`src/rtl/vliw_pkg.sv`:
```
// Shared types and sizing for the VLIW issue-stage scoreboard.
// Register indices are 6 bits; write tags are {enable, index}.
package vliw_pkg;

    localparam int NREG  = 64;
    localparam int CNTW  = 3;
    localparam int NSLOT = 4;

    typedef logic [5:0] reg_idx_t;

    typedef struct packed {
        logic     en;
        reg_idx_t idx;
    } wb_tag_t;

    typedef logic [CNTW-1:0] lat_t;

    // A zero latency marks a load whose completion arrives on a writeback port.
    localparam lat_t LAT_VAR = '0;

endpackage

```
`src/rtl/vliw_scoreboard_if.sv`:
```
// Decode-to-scoreboard bundle: per-slot sources, destinations and latencies,
// the four writeback tags, and the issue handshake.
interface vliw_scoreboard_if;
    import vliw_pkg::*;

    logic     issue_valid;
    logic     issue_ready;
    reg_idx_t rs11, rs12, rs21, rs22, rs31, rs32, rs41, rs42;
    wb_tag_t  rd1, rd2, rd3, rd4;
    lat_t     lat1, lat2, lat3, lat4;
    wb_tag_t  wb_rd1, wb_rd2, wb_rd3, wb_rd4;
    logic [NREG-1:0] busy_vec;

    modport master (
        output issue_valid,
        output rs11, rs12, rs21, rs22, rs31, rs32, rs41, rs42,
        output rd1, rd2, rd3, rd4,
        output lat1, lat2, lat3, lat4,
        output wb_rd1, wb_rd2, wb_rd3, wb_rd4,
        input  issue_ready,
        input  busy_vec
    );

    modport slave (
        input  issue_valid,
        input  rs11, rs12, rs21, rs22, rs31, rs32, rs41, rs42,
        input  rd1, rd2, rd3, rd4,
        input  lat1, lat2, lat3, lat4,
        input  wb_rd1, wb_rd2, wb_rd3, wb_rd4,
        output issue_ready,
        output busy_vec
    );

endinterface

```
`src/rtl/sb_entry.sv`:
```
// Per-register in-flight tracker: a countdown for fixed-latency producers
// and a pending flag for loads waiting on a writeback port.
module sb_entry #(
    parameter int CNTW = vliw_pkg::CNTW
) (
    input  logic            clk,
    input  logic            rst,
    input  logic            set_fix,
    input  logic            set_var,
    input  logic [CNTW-1:0] set_lat,
    input  logic            wb_hit,
    output logic            busy,
    output logic [CNTW-1:0] cnt,
    output logic            mem_pend
);

    logic [CNTW-1:0] cnt_reg;
    logic            mem_pend_reg;

    // A new issue to this register overrides any same-cycle decrement or writeback.
    always_ff @(posedge clk or posedge rst) begin
        if (rst) begin
            cnt_reg      <= '0;
            mem_pend_reg <= 1'b0;
        end else if (set_fix) begin
            cnt_reg      <= set_lat;
            mem_pend_reg <= 1'b0;
        end else if (set_var) begin
            cnt_reg      <= '0;
            mem_pend_reg <= 1'b1;
        end else begin
            if (cnt_reg != '0) begin
                cnt_reg <= cnt_reg - CNTW'(1);
            end
            if (wb_hit) begin
                mem_pend_reg <= 1'b0;
            end
        end
    end

    assign cnt      = cnt_reg;
    assign mem_pend = mem_pend_reg;
    assign busy     = (cnt_reg != '0) | mem_pend_reg;

endmodule

```
`src/rtl/vliw_scoreboard.sv`:
```
// Issue-stage hazard controller: stalls the whole bundle while any source
// or enabled destination register still has a write in flight.
module vliw_scoreboard #(
    parameter int NREG = vliw_pkg::NREG,
    parameter int CNTW = vliw_pkg::CNTW
) (
    input  logic             clk,
    input  logic             rst,
    vliw_scoreboard_if.slave sb
);
    import vliw_pkg::*;

    reg_idx_t        rs_a [NSLOT];
    reg_idx_t        rs_b [NSLOT];
    wb_tag_t         rd   [NSLOT];
    logic [CNTW-1:0] lat  [NSLOT];
    wb_tag_t         wb   [NSLOT];

    assign rs_a = '{sb.rs11, sb.rs21, sb.rs31, sb.rs41};
    assign rs_b = '{sb.rs12, sb.rs22, sb.rs32, sb.rs42};
    assign rd   = '{sb.rd1, sb.rd2, sb.rd3, sb.rd4};
    assign lat  = '{sb.lat1, sb.lat2, sb.lat3, sb.lat4};
    assign wb   = '{sb.wb_rd1, sb.wb_rd2, sb.wb_rd3, sb.wb_rd4};

    logic [NREG-1:0]           busy;
    logic [NREG-1:0][CNTW-1:0] cnt;
    logic [NREG-1:0]           mem_pend;
    logic                      hazard;
    logic                      fire;

    // Register 0 is hardwired and can never hold a pending write.
    assign busy[0]     = 1'b0;
    assign cnt[0]      = '0;
    assign mem_pend[0] = 1'b0;

    // Only registered state feeds the hazard, so wb_rd* never reaches issue_ready.
    always_comb begin
        hazard = 1'b0;
        for (int k = 0; k < NSLOT; k++) begin
            hazard = hazard | busy[rs_a[k]] | busy[rs_b[k]]
                   | (rd[k].en & busy[rd[k].idx]);
        end
    end

    assign sb.issue_ready = ~hazard;
    assign fire           = sb.issue_valid & ~hazard;

    for (genvar gi = 1; gi < NREG; gi++) begin : g_entry
        logic            hit;
        logic            wb_hit;
        logic [CNTW-1:0] set_lat;
        logic            set_fix;
        logic            set_var;

        // Later slots override earlier ones if a bundle names the same rd twice.
        always_comb begin
            hit     = 1'b0;
            set_lat = '0;
            for (int k = 0; k < NSLOT; k++) begin
                if (rd[k].en && (rd[k].idx == reg_idx_t'(gi))) begin
                    hit     = 1'b1;
                    set_lat = lat[k];
                end
            end
        end

        always_comb begin
            wb_hit = 1'b0;
            for (int j = 0; j < NSLOT; j++) begin
                if (wb[j].en && (wb[j].idx == reg_idx_t'(gi))) begin
                    wb_hit = 1'b1;
                end
            end
        end

        assign set_fix = fire & hit & (set_lat != LAT_VAR);
        assign set_var = fire & hit & (set_lat == LAT_VAR);

        sb_entry #(.CNTW(CNTW)) u_entry (
            .clk      (clk),
            .rst      (rst),
            .set_fix  (set_fix),
            .set_var  (set_var),
            .set_lat  (set_lat),
            .wb_hit   (wb_hit),
            .busy     (busy[gi]),
            .cnt      (cnt[gi]),
            .mem_pend (mem_pend[gi])
        );
    end

    // Debug view rebuilt from the raw per-register state.
    for (genvar gi = 0; gi < NREG; gi++) begin : g_busy_vec
        assign sb.busy_vec[gi] = (cnt[gi] != '0) | mem_pend[gi];
    end

endmodule

```
`src/flat_wrapper.sv`:
```
// flat-port wrapper written by rule: the top's interface ports become plain ports
module vliw_scoreboard_flat import vliw_pkg::*;
#(
    parameter int NREG = vliw_pkg::NREG,
    parameter int CNTW = vliw_pkg::CNTW
)
  (clk, rst, sb_issue_valid, sb_rs11, sb_rs12, sb_rs21, sb_rs22, sb_rs31, sb_rs32, sb_rs41, sb_rs42, sb_rd1, sb_rd2, sb_rd3, sb_rd4, sb_lat1, sb_lat2, sb_lat3, sb_lat4, sb_wb_rd1, sb_wb_rd2, sb_wb_rd3, sb_wb_rd4, sb_issue_ready, sb_busy_vec);
  vliw_scoreboard_if sb_i ();
  input  logic clk;
  input  logic rst;
  input wire logic [$bits(sb_i.issue_valid)-1:0] sb_issue_valid;
  input wire logic [$bits(sb_i.rs11)-1:0] sb_rs11;
  input wire logic [$bits(sb_i.rs12)-1:0] sb_rs12;
  input wire logic [$bits(sb_i.rs21)-1:0] sb_rs21;
  input wire logic [$bits(sb_i.rs22)-1:0] sb_rs22;
  input wire logic [$bits(sb_i.rs31)-1:0] sb_rs31;
  input wire logic [$bits(sb_i.rs32)-1:0] sb_rs32;
  input wire logic [$bits(sb_i.rs41)-1:0] sb_rs41;
  input wire logic [$bits(sb_i.rs42)-1:0] sb_rs42;
  input wire logic [$bits(sb_i.rd1)-1:0] sb_rd1;
  input wire logic [$bits(sb_i.rd2)-1:0] sb_rd2;
  input wire logic [$bits(sb_i.rd3)-1:0] sb_rd3;
  input wire logic [$bits(sb_i.rd4)-1:0] sb_rd4;
  input wire logic [$bits(sb_i.lat1)-1:0] sb_lat1;
  input wire logic [$bits(sb_i.lat2)-1:0] sb_lat2;
  input wire logic [$bits(sb_i.lat3)-1:0] sb_lat3;
  input wire logic [$bits(sb_i.lat4)-1:0] sb_lat4;
  input wire logic [$bits(sb_i.wb_rd1)-1:0] sb_wb_rd1;
  input wire logic [$bits(sb_i.wb_rd2)-1:0] sb_wb_rd2;
  input wire logic [$bits(sb_i.wb_rd3)-1:0] sb_wb_rd3;
  input wire logic [$bits(sb_i.wb_rd4)-1:0] sb_wb_rd4;
  output wire logic [$bits(sb_i.issue_ready)-1:0] sb_issue_ready;
  output wire logic [$bits(sb_i.busy_vec)-1:0] sb_busy_vec;
  assign sb_i.issue_valid = sb_issue_valid;
  assign sb_i.rs11 = sb_rs11;
  assign sb_i.rs12 = sb_rs12;
  assign sb_i.rs21 = sb_rs21;
  assign sb_i.rs22 = sb_rs22;
  assign sb_i.rs31 = sb_rs31;
  assign sb_i.rs32 = sb_rs32;
  assign sb_i.rs41 = sb_rs41;
  assign sb_i.rs42 = sb_rs42;
  assign sb_i.rd1 = sb_rd1;
  assign sb_i.rd2 = sb_rd2;
  assign sb_i.rd3 = sb_rd3;
  assign sb_i.rd4 = sb_rd4;
  assign sb_i.lat1 = sb_lat1;
  assign sb_i.lat2 = sb_lat2;
  assign sb_i.lat3 = sb_lat3;
  assign sb_i.lat4 = sb_lat4;
  assign sb_i.wb_rd1 = sb_wb_rd1;
  assign sb_i.wb_rd2 = sb_wb_rd2;
  assign sb_i.wb_rd3 = sb_wb_rd3;
  assign sb_i.wb_rd4 = sb_wb_rd4;
  assign sb_issue_ready = sb_i.issue_ready;
  assign sb_busy_vec = sb_i.busy_vec;
  vliw_scoreboard #(.NREG(NREG), .CNTW(CNTW)) u_core (.clk(clk), .rst(rst), .sb(sb_i));
endmodule
```
`config.mk`:
```
export PLATFORM = sky130hd
export DESIGN_NAME = vliw_scoreboard_flat
export DESIGN_NICKNAME = d
export VERILOG_FILES = /design/src/rtl/vliw_pkg.sv /design/src/rtl/vliw_scoreboard_if.sv /design/src/rtl/sb_entry.sv /design/src/rtl/vliw_scoreboard.sv /design/src/flat_wrapper.sv
export SDC_FILE = /design/constraint.sdc
export NUM_CORES = 2
export LEC_CHECK = 0
export BUFFER_PORTS_ARGS = -buffer_cell sky130_fd_sc_hd__buf_2
export CORE_MARGIN = 2
export CORE_UTILIZATION = 40
export CTS_CLUSTER_DIAMETER = 50
export DETAILED_ROUTE_END_ITERATION = 7
export PLACE_DENSITY_LB_ADDON = 0.2
export SYNTH_ARGS = -nofsm -noshare
export SYNTH_HDL_FRONTEND = slang
export SYNTH_SLANG_ARGS = --single-unit
```
`constraint.sdc`:
```
create_clock -name clk -period 9.4 [get_ports clk]
set_input_delay 0 -clock clk [delete_from_list [all_inputs] [get_ports clk]]
set_output_delay 0 -clock clk [all_outputs]
set_load 0.01 [all_outputs]
```
Word-level counts from Yosys, hierarchy flattened
Index checks and enable logic that the tools add are counted.
{ "op_classes": {"mux": 1158, "add_sub_neg": 63, "n_eq_ne": 504, "mul": 0, "n_reduce_logical": 819, "order_cmp": 12, "shift": 0, "div": 0, "n_bitwise": 269} }
{ "op_table": {"columns": ["cell", "n"], "rows": [
  ["$eq 6x6->1 const B", 256],
  ["$mux 3", 441],
  ["$eq 6x5->1 const B", 128],
  ["$reduce_bool 3->1", 252],
  ["$mux 1", 705],
  ["$logic_and 1x1->1", 504],
  ["$eq 6x4->1 const B", 64],
  ["$and 1x1->1", 194],
  ["$eq 6x3->1 const B", 32],
  ["$logic_not 3->1", 63],
  ["$sub 3x1->3 const B", 63],
  ["$eq 6x2->1 const B", 16],
  ["$lt 6x7->1 const B", 12],
  ["$or 1x1->1", 74],
  ["$bmux 1 s6", 12],
  ["$eq 6x1->1 const B", 8],
  ["$not 1->1", 1]
]} }
{ "word_totals": {"rom_bits": 0, "inputBits": 119, "mem_bits_rw": 0, "n_memories": 0, "word_cells": 2951, "latch_bits": 0, "reg_bits": 252} }

Longest topological paths before layout
{ "depth": {"ltp_word": 21, "depth_mapped": 18} }

Modules after synthesis
Synthesis repeated with hierarchy kept, for this count alone.
{ "hier_totals": {"hier_cells": 4572, "hier_area_um2": 36118.4} }
{ "by_module_without_submodules": {"columns": ["module", "seq_area_each_um2", "cells_each", "area_each_um2", "n_inst"], "rows": [
  ["vliw_scoreboard", 0.0, 3123, 21535.7, 1],
  ["sb_entry", 100.1, 23, 231.5, 63]
]} }

Worst setup path before layout
No wires, ideal clock.
{ "synth_path": {"path_kind": "reg-to-reg", "from": "register u_core.g_entry[27].u_entry.cnt_reg[0]", "to": "register u_core.g_entry[47].u_entry.mem_pend_reg", "stages_incl_launch_ff": 17, "required_ns": 9.309, "path_slack_ns": 5.342, "arrival_time_ns": 3.968, "n_path_buf": 3, "setup_time_ns": 0.091, "cell_sequence": "dfrtp_1 -> inv_1 -> ha_1 -> ha_1 -> and2b_1 -> inv_1 -> mux4_2 -> mux4_2 -> o21bai_1 -> o32ai_1 -> a211o_1 -> or4_1 -> buf_2 -> or4b_1 -> buf_6 -> buf_8 -> o31ai_4"} }
{ "synth_between": {"elab_chain_cells": 21} }
{ "synth_rtl": {"columns": ["element", "line", "rtl"], "rows": [
  ["from (decl)", "sb_entry.sv:17", "logic [CNTW-1:0] cnt_reg;"],
  ["from (signal assigned)", "sb_entry.sv:26", "cnt_reg <= set_lat;"],
  ["from (signal assigned)", "sb_entry.sv:33", "cnt_reg <= cnt_reg - CNTW'(1);"],
  ["$reduce_bool 3->1 *", "sb_entry.sv:43", "assign busy = (cnt_reg != '0) | mem_pend_reg;"],
  ["$or 1x1->1 *", "sb_entry.sv:43", null],
  ["via u_core.g_entry[27].u_entry.busy", "sb_entry.sv:12", "output logic busy,"],
  ["$bmux 1 s6 (on tied branches)", "vliw_scoreboard.sv:40, vliw_scoreboard.sv:41", null],
  ["$mux 1 (on tied branches)", "vliw_scoreboard.sv:40, vliw_scoreboard.sv:41", null],
  ["$or 1x1->1 / $and 1x1->1 (equally long branches)", "vliw_scoreboard.sv:40, vliw_scoreboard.sv:41", null],
  ["$or 1x1->1", "vliw_scoreboard.sv:41", "| (rd[k].en & busy[rd[k].idx]);"],
  ["$or 1x1->1 (2 in a row)", "vliw_scoreboard.sv:40", "hazard = hazard | busy[rs_a[k]] | busy[rs_b[k]]"],
  ["[4 not listed]", null, null],
  ["$or 1x1->1 (2 in a row)", "vliw_scoreboard.sv:40", null],
  ["$or 1x1->1 *", "vliw_scoreboard.sv:41", null],
  ["$not 1->1 *", "vliw_scoreboard.sv:46", "assign fire = sb.issue_valid & ~hazard;"],
  ["$and 1x1->1 *", "vliw_scoreboard.sv:46", null],
  ["$and 1x1->1 *", "vliw_scoreboard.sv:76, vliw_scoreboard.sv:77", null],
  ["$and 1x1->1", "vliw_scoreboard.sv:77", "assign set_var = fire & hit & (set_lat == LAT_VAR);"],
  ["$mux 1", "sb_entry.sv:28", "end else if (set_var) begin"],
  ["$mux 1", "sb_entry.sv:25", "end else if (set_fix) begin"],
  ["to (signal assigned)", "sb_entry.sv:24", "mem_pend_reg <= 1'b0;"],
  ["to (signal assigned)", "sb_entry.sv:27", "mem_pend_reg <= 1'b0;"],
  ["to (signal assigned)", "sb_entry.sv:30", "mem_pend_reg <= 1'b1;"],
  ["to (decl)", "sb_entry.sv:18", "logic mem_pend_reg;"]
]} }
The timed path passes the listed nets; every way through them passes the cells marked *. The select of a mux whose other input is x is not followed.
A chain may end at the register's enable or synchronous reset.

Final worst setup path
{ "layout_path": {"from": "register u_core.g_entry[57].u_entry.cnt_reg[0]", "to": "register u_core.g_entry[63].u_entry.mem_pend_reg"} }
{ "layout_between": {"elab_chain_cells": 21} }
{ "layout_rtl": {"columns": ["element", "line"], "rows": [
  ["from (decl)", "sb_entry.sv:17"],
  ["from (signal assigned)", "sb_entry.sv:26"],
  ["from (signal assigned)", "sb_entry.sv:33"],
  ["$reduce_bool 3->1 *", "sb_entry.sv:43"],
  ["$or 1x1->1 *", "sb_entry.sv:43"],
  ["$bmux 1 s6 (on tied branches)", "vliw_scoreboard.sv:40, vliw_scoreboard.sv:41"],
  ["$mux 1 (on tied branches)", "vliw_scoreboard.sv:40, vliw_scoreboard.sv:41"],
  ["$or 1x1->1 / $and 1x1->1 (equally long branches)", "vliw_scoreboard.sv:40, vliw_scoreboard.sv:41"],
  ["$or 1x1->1", "vliw_scoreboard.sv:41"],
  ["$or 1x1->1 (2 in a row)", "vliw_scoreboard.sv:40"],
  ["$or 1x1->1", "vliw_scoreboard.sv:41"],
  ["[3 not listed]", null],
  ["$or 1x1->1 (2 in a row)", "vliw_scoreboard.sv:40"],
  ["$or 1x1->1 *", "vliw_scoreboard.sv:41"],
  ["$not 1->1 *", "vliw_scoreboard.sv:46"],
  ["$and 1x1->1 *", "vliw_scoreboard.sv:46"],
  ["$and 1x1->1 *", "vliw_scoreboard.sv:76, vliw_scoreboard.sv:77"],
  ["$and 1x1->1", "vliw_scoreboard.sv:77"],
  ["$mux 1", "sb_entry.sv:28"],
  ["$mux 1", "sb_entry.sv:25"],
  ["to (signal assigned)", "sb_entry.sv:24"],
  ["to (signal assigned)", "sb_entry.sv:27"],
  ["to (signal assigned)", "sb_entry.sv:30"],
  ["to (decl)", "sb_entry.sv:18"]
]} }
Mark *: on every way between the ends. The rest lies on a longest branch, timed or not. The select of a mux whose other input is x is not followed.

==> results.cfg <==
[place]
port_buffers = 182
place_congestion = 1.07
dp.final_hpwl_um = 121000
place_area_um2 = 34200

[drt]
post_drt_wl_per_cell_um = 32.6
routed_wl_um = 170000
drtIter0Drc = 5812
first_pass_iters = 7
avgViaCountPerCell = 6.94
drc = 0
ant_nets = 0
num_vias = 36100

[synthesis]
yosysSeqAreaShare = 0.191
synth_mux_area_frac = 0.194
synthSimpleGateAreaFrac = 0.245
synth_compound_area_frac = 0.225
synthArstFlopShare = 1.00
ys_types = 86
syn_avg_cell_area_um2 = 7.98
synth_fp_nets = 4376
yosys.area_share.adder = 0.0478
yosys_warnings = 0
synth_xor_area_frac = 0.0162
synth_area_um2 = 33000
syn_inst = 4131
ys.flop_type = dfrtp_1
ys_ff_latch = 252
synth_edf_count = 0
synth_top_family_by_area = simple AND/OR/NAND/NOR gates

[timing]
finalClockSkew_ns = 0.0361
min_period_ns = 6.29
relSlewSlack = 0.106
fin_crit_sh = 0.670
setup_tns_ns = 0
drv_slew = 0
fmaxAchievable_ghz = 0.159
finalHoldViolCount = 0
finalSetupViolations = 0
tightest_slew_ns = 1.34
rsz0062_at_grt = no

[critical_path]
crit_family = simple AND/OR/NAND/NOR gates
worst-path-max-fanout = 34
cp_slowest_cell = or4b_4
arrival_ns = 6.82
end_kind = flop
path_cells = inv_1, ha_1, ha_1, nand2b_1, mux4_2, a2111oi_0, a211oi_1, nor4_1, nand4_1, nor4_1, nand4_4, or4b_4, buf_4, o31ai_4
critPathLaunchType = flop
max_stage_delay_ns = 0.86
cp.required_ns = 9.93
crit_buf_inv = 2
crit_type = flop to flop

[global_route]
met2_usage = 0.553
grt.met3_usage = 0.138
top_usage_layer = met2
grt_pass1_vias = 33000
grt-ovfl-total = 0
grt_pass1_wl_um = 241000
grt_use_total = 0.387
grtUsageMet1 = 0.500
antenna_found_initial = 16
grt_max_degree = 148

[floorplanning]
die_w_um = 291
die_area_um2 = 84800
die_y_um = 291
num_io_pins = 184
core_area_um2 = 81800
initial_core_util = 0.403
row_count = 105

[cts]
cts_buffers = 51
cts_tree = built
root_buffer = clkbuf_16
clock_path_buffers = 3
clkLatencyLatePin_ns = 0.62
clk_pin_slew_ns = 0.05
htreeDepth = 2
clkSinkCount = 252

[finish]
syn_to_final_growth_pct = 9.14
final_util = 0.440
largest_register_ffs = 189
fin_area_um2 = 36000
drive_gt1_frac = 0.184
nets = 4331

[power]
p_clk_frac = 0.223
p_total_mw = 8.36
p_per_area_nw_per_um2 = 232
seqPwrFrac = 0.207
static-leakage-power_nw = 13.3
ir_worst_vdd_v = 0.000125
pwr-share-comb = 0.569
intPower_mw = 4.60
switchingPower_mw = 3.76
swShare = 0.450

[run]
cap_violations = 0

[outcome]
outcome = finished, final reports clean

[worst_hold_path]
hold_class = input port to flop
-- worst reg2reg max path: cells and delay by family (launching register included) --
family | cells | cell delay [ns]
buf+inv | 2 | 0.59
fa+ha+maj | 2 | 0.43
flops | 1 | 0.39
simple gates | 6 | 3.02
compound gates | 3 | 1.12
mux | 1 | 0.69
-- power by group through the flow --
stage               combinational, mW  clock, mW  sequential, mW
floorplan                        3.24          0            1.72
global placement                 4.48          0            1.74
detailed placement               4.54          0            1.75
CTS                              4.58       1.88            1.73
global route                     5.09       1.92            1.78
finish                           4.76       1.87            1.73
-- layer usage --
metal | vias up | wire length, µm
met1 | 17100 | 63600
met2 | 3133 | 68000
met3 | 746 | 25500
li1 | 15200 | -
met5 | - | 145
met4 | 20 | 12400
-- path summary, 6_finish.rpt --
| check | start | end | slack [ns] | depth (start not counted) |
|---|---|---|---|---|
| hold / removal | sb_lat3[1] | u_core.g_entry[53].u_entry.cnt[1] | 0.03 | 5 |
| max in group asynchronous | rst | u_core.g_entry[59].u_entry.cnt[2] | 7.73 | 4 |
| setup / recovery | u_core.g_entry[57].u_entry.cnt[0] | u_core.g_entry[63].u_entry.mem_pend | 3.11 | 14 |
| setup reg to reg | u_core.g_entry[57].u_entry.cnt[0] | u_core.g_entry[63].u_entry.mem_pend | 3.11 | 14 |
| min in group asynchronous | rst | u_core.g_entry[33].u_entry.cnt[2] | 0.12 | 3 |
| hold reg to reg | u_core.g_entry[58].u_entry.mem_pend | u_core.g_entry[58].u_entry.mem_pend | 0.48 | 2 |
-- logic make-up (layout without fill, tap and decap cells) --
kind of cell,after synthesis,count (layout)
flops,252,252
mux,448,448
xor+xnor,61,61
simple gates,1531,1531
other cells,1,10
buf+inv,630,627
fa+ha+maj,126,126
compound gates,1082,1082
-- synthesized netlist by cell type (all sizes together), types with 7 or more instances --
cell | number | area share
nor2b | 49 | 0.0093
nor2 | 462 | 0.053
a221oi | 54 | 0.014
a2111oi | 18 | 0.0048
or4 | 18 | 0.0041
a21o | 12 | 0.0027
nand4 | 12 | 0.0025
buf | 113 | 0.023
or3 | 13 | 0.0025
o211ai | 23 | 0.0052
dfrtp | 252 | 0.19
and3 | 31 | 0.0059
nand2b | 93 | 0.018
ha | 126 | 0.048
a22oi | 7 | 0.0016
mux4 | 143 | 0.098
o22ai | 81 | 0.015
o2111ai | 11 | 0.0029
inv | 261 | 0.030
a211oi | 177 | 0.040
o21bai | 7 | 0.0016
nor4 | 76 | 0.033
nor3 | 250 | 0.038
nand2 | 302 | 0.034
mux2i | 213 | 0.065
clkbuf | 252 | 0.029
xor2 | 61 | 0.016
o31ai | 64 | 0.031
or2 | 23 | 0.0044
mux2 | 92 | 0.031
and2b | 32 | 0.0075
or3b | 7 | 0.0019
a21oi | 399 | 0.061
nor3b | 15 | 0.0034
nand3b | 23 | 0.0052
and3b | 8 | 0.0021
o22a | 11 | 0.0029
o21ai | 144 | 0.022
nand3 | 98 | 0.015
a31oi | 11 | 0.0021
-- cells in the final DEF (no fill, tap or decap), types with 24 or more instances in the layout --
cell type	count
nor2_1	462
a21oi_1	399
nand2_1	302
dfrtp_1	252
nor3_1	249
inv_1	241
mux2i_1	213
buf_2	182
a211oi_1	176
mux4_2	143
o21ai_0	138
ha_1	126
nand3_1	98
nand2b_1	92
mux2_2	92
o22ai_1	81
buf_4	77
xor2_1	61
a221oi_1	54
clkbuf_16	51
nor2b_1	47
o31ai_4	39
and3_1	31
nor4_2	31
nor4_4	29
and2b_1	27
o31ai_1	24
-- timing repair --
action	in CTS	in global routing
gates resized for setup	0	0
hold endpoints to repair	119	0
setup buffers	0	0
hold buffers	7	0
-- cell type report --
class,count,area [µm²]
flip-flops and latches,252,6310
fillers,8264,45800
clock buffers,59,1340
inverters,265,1000
repair buffers,267,1580
diodes,9,22.5
clock inverters,36,373
multi-input cells,3249,24000
well taps,1070,1340
-- stage by stage --
stage / hold slack (ns) / cells / setup slack, ns
finish: 0.0296 / 5207 / 3.11
global route: 0.0722 / 5198 / 2.92
CTS: 0.00693 / 5198 / 3.34
detailed placement: 0.237 / 5096 / 3.37
global placement: 0.238 / 5096 / 3.61
floorplan: 0.279 / 4131 / 2.47
Note: power is estimated with default switching activity, not from simulation.
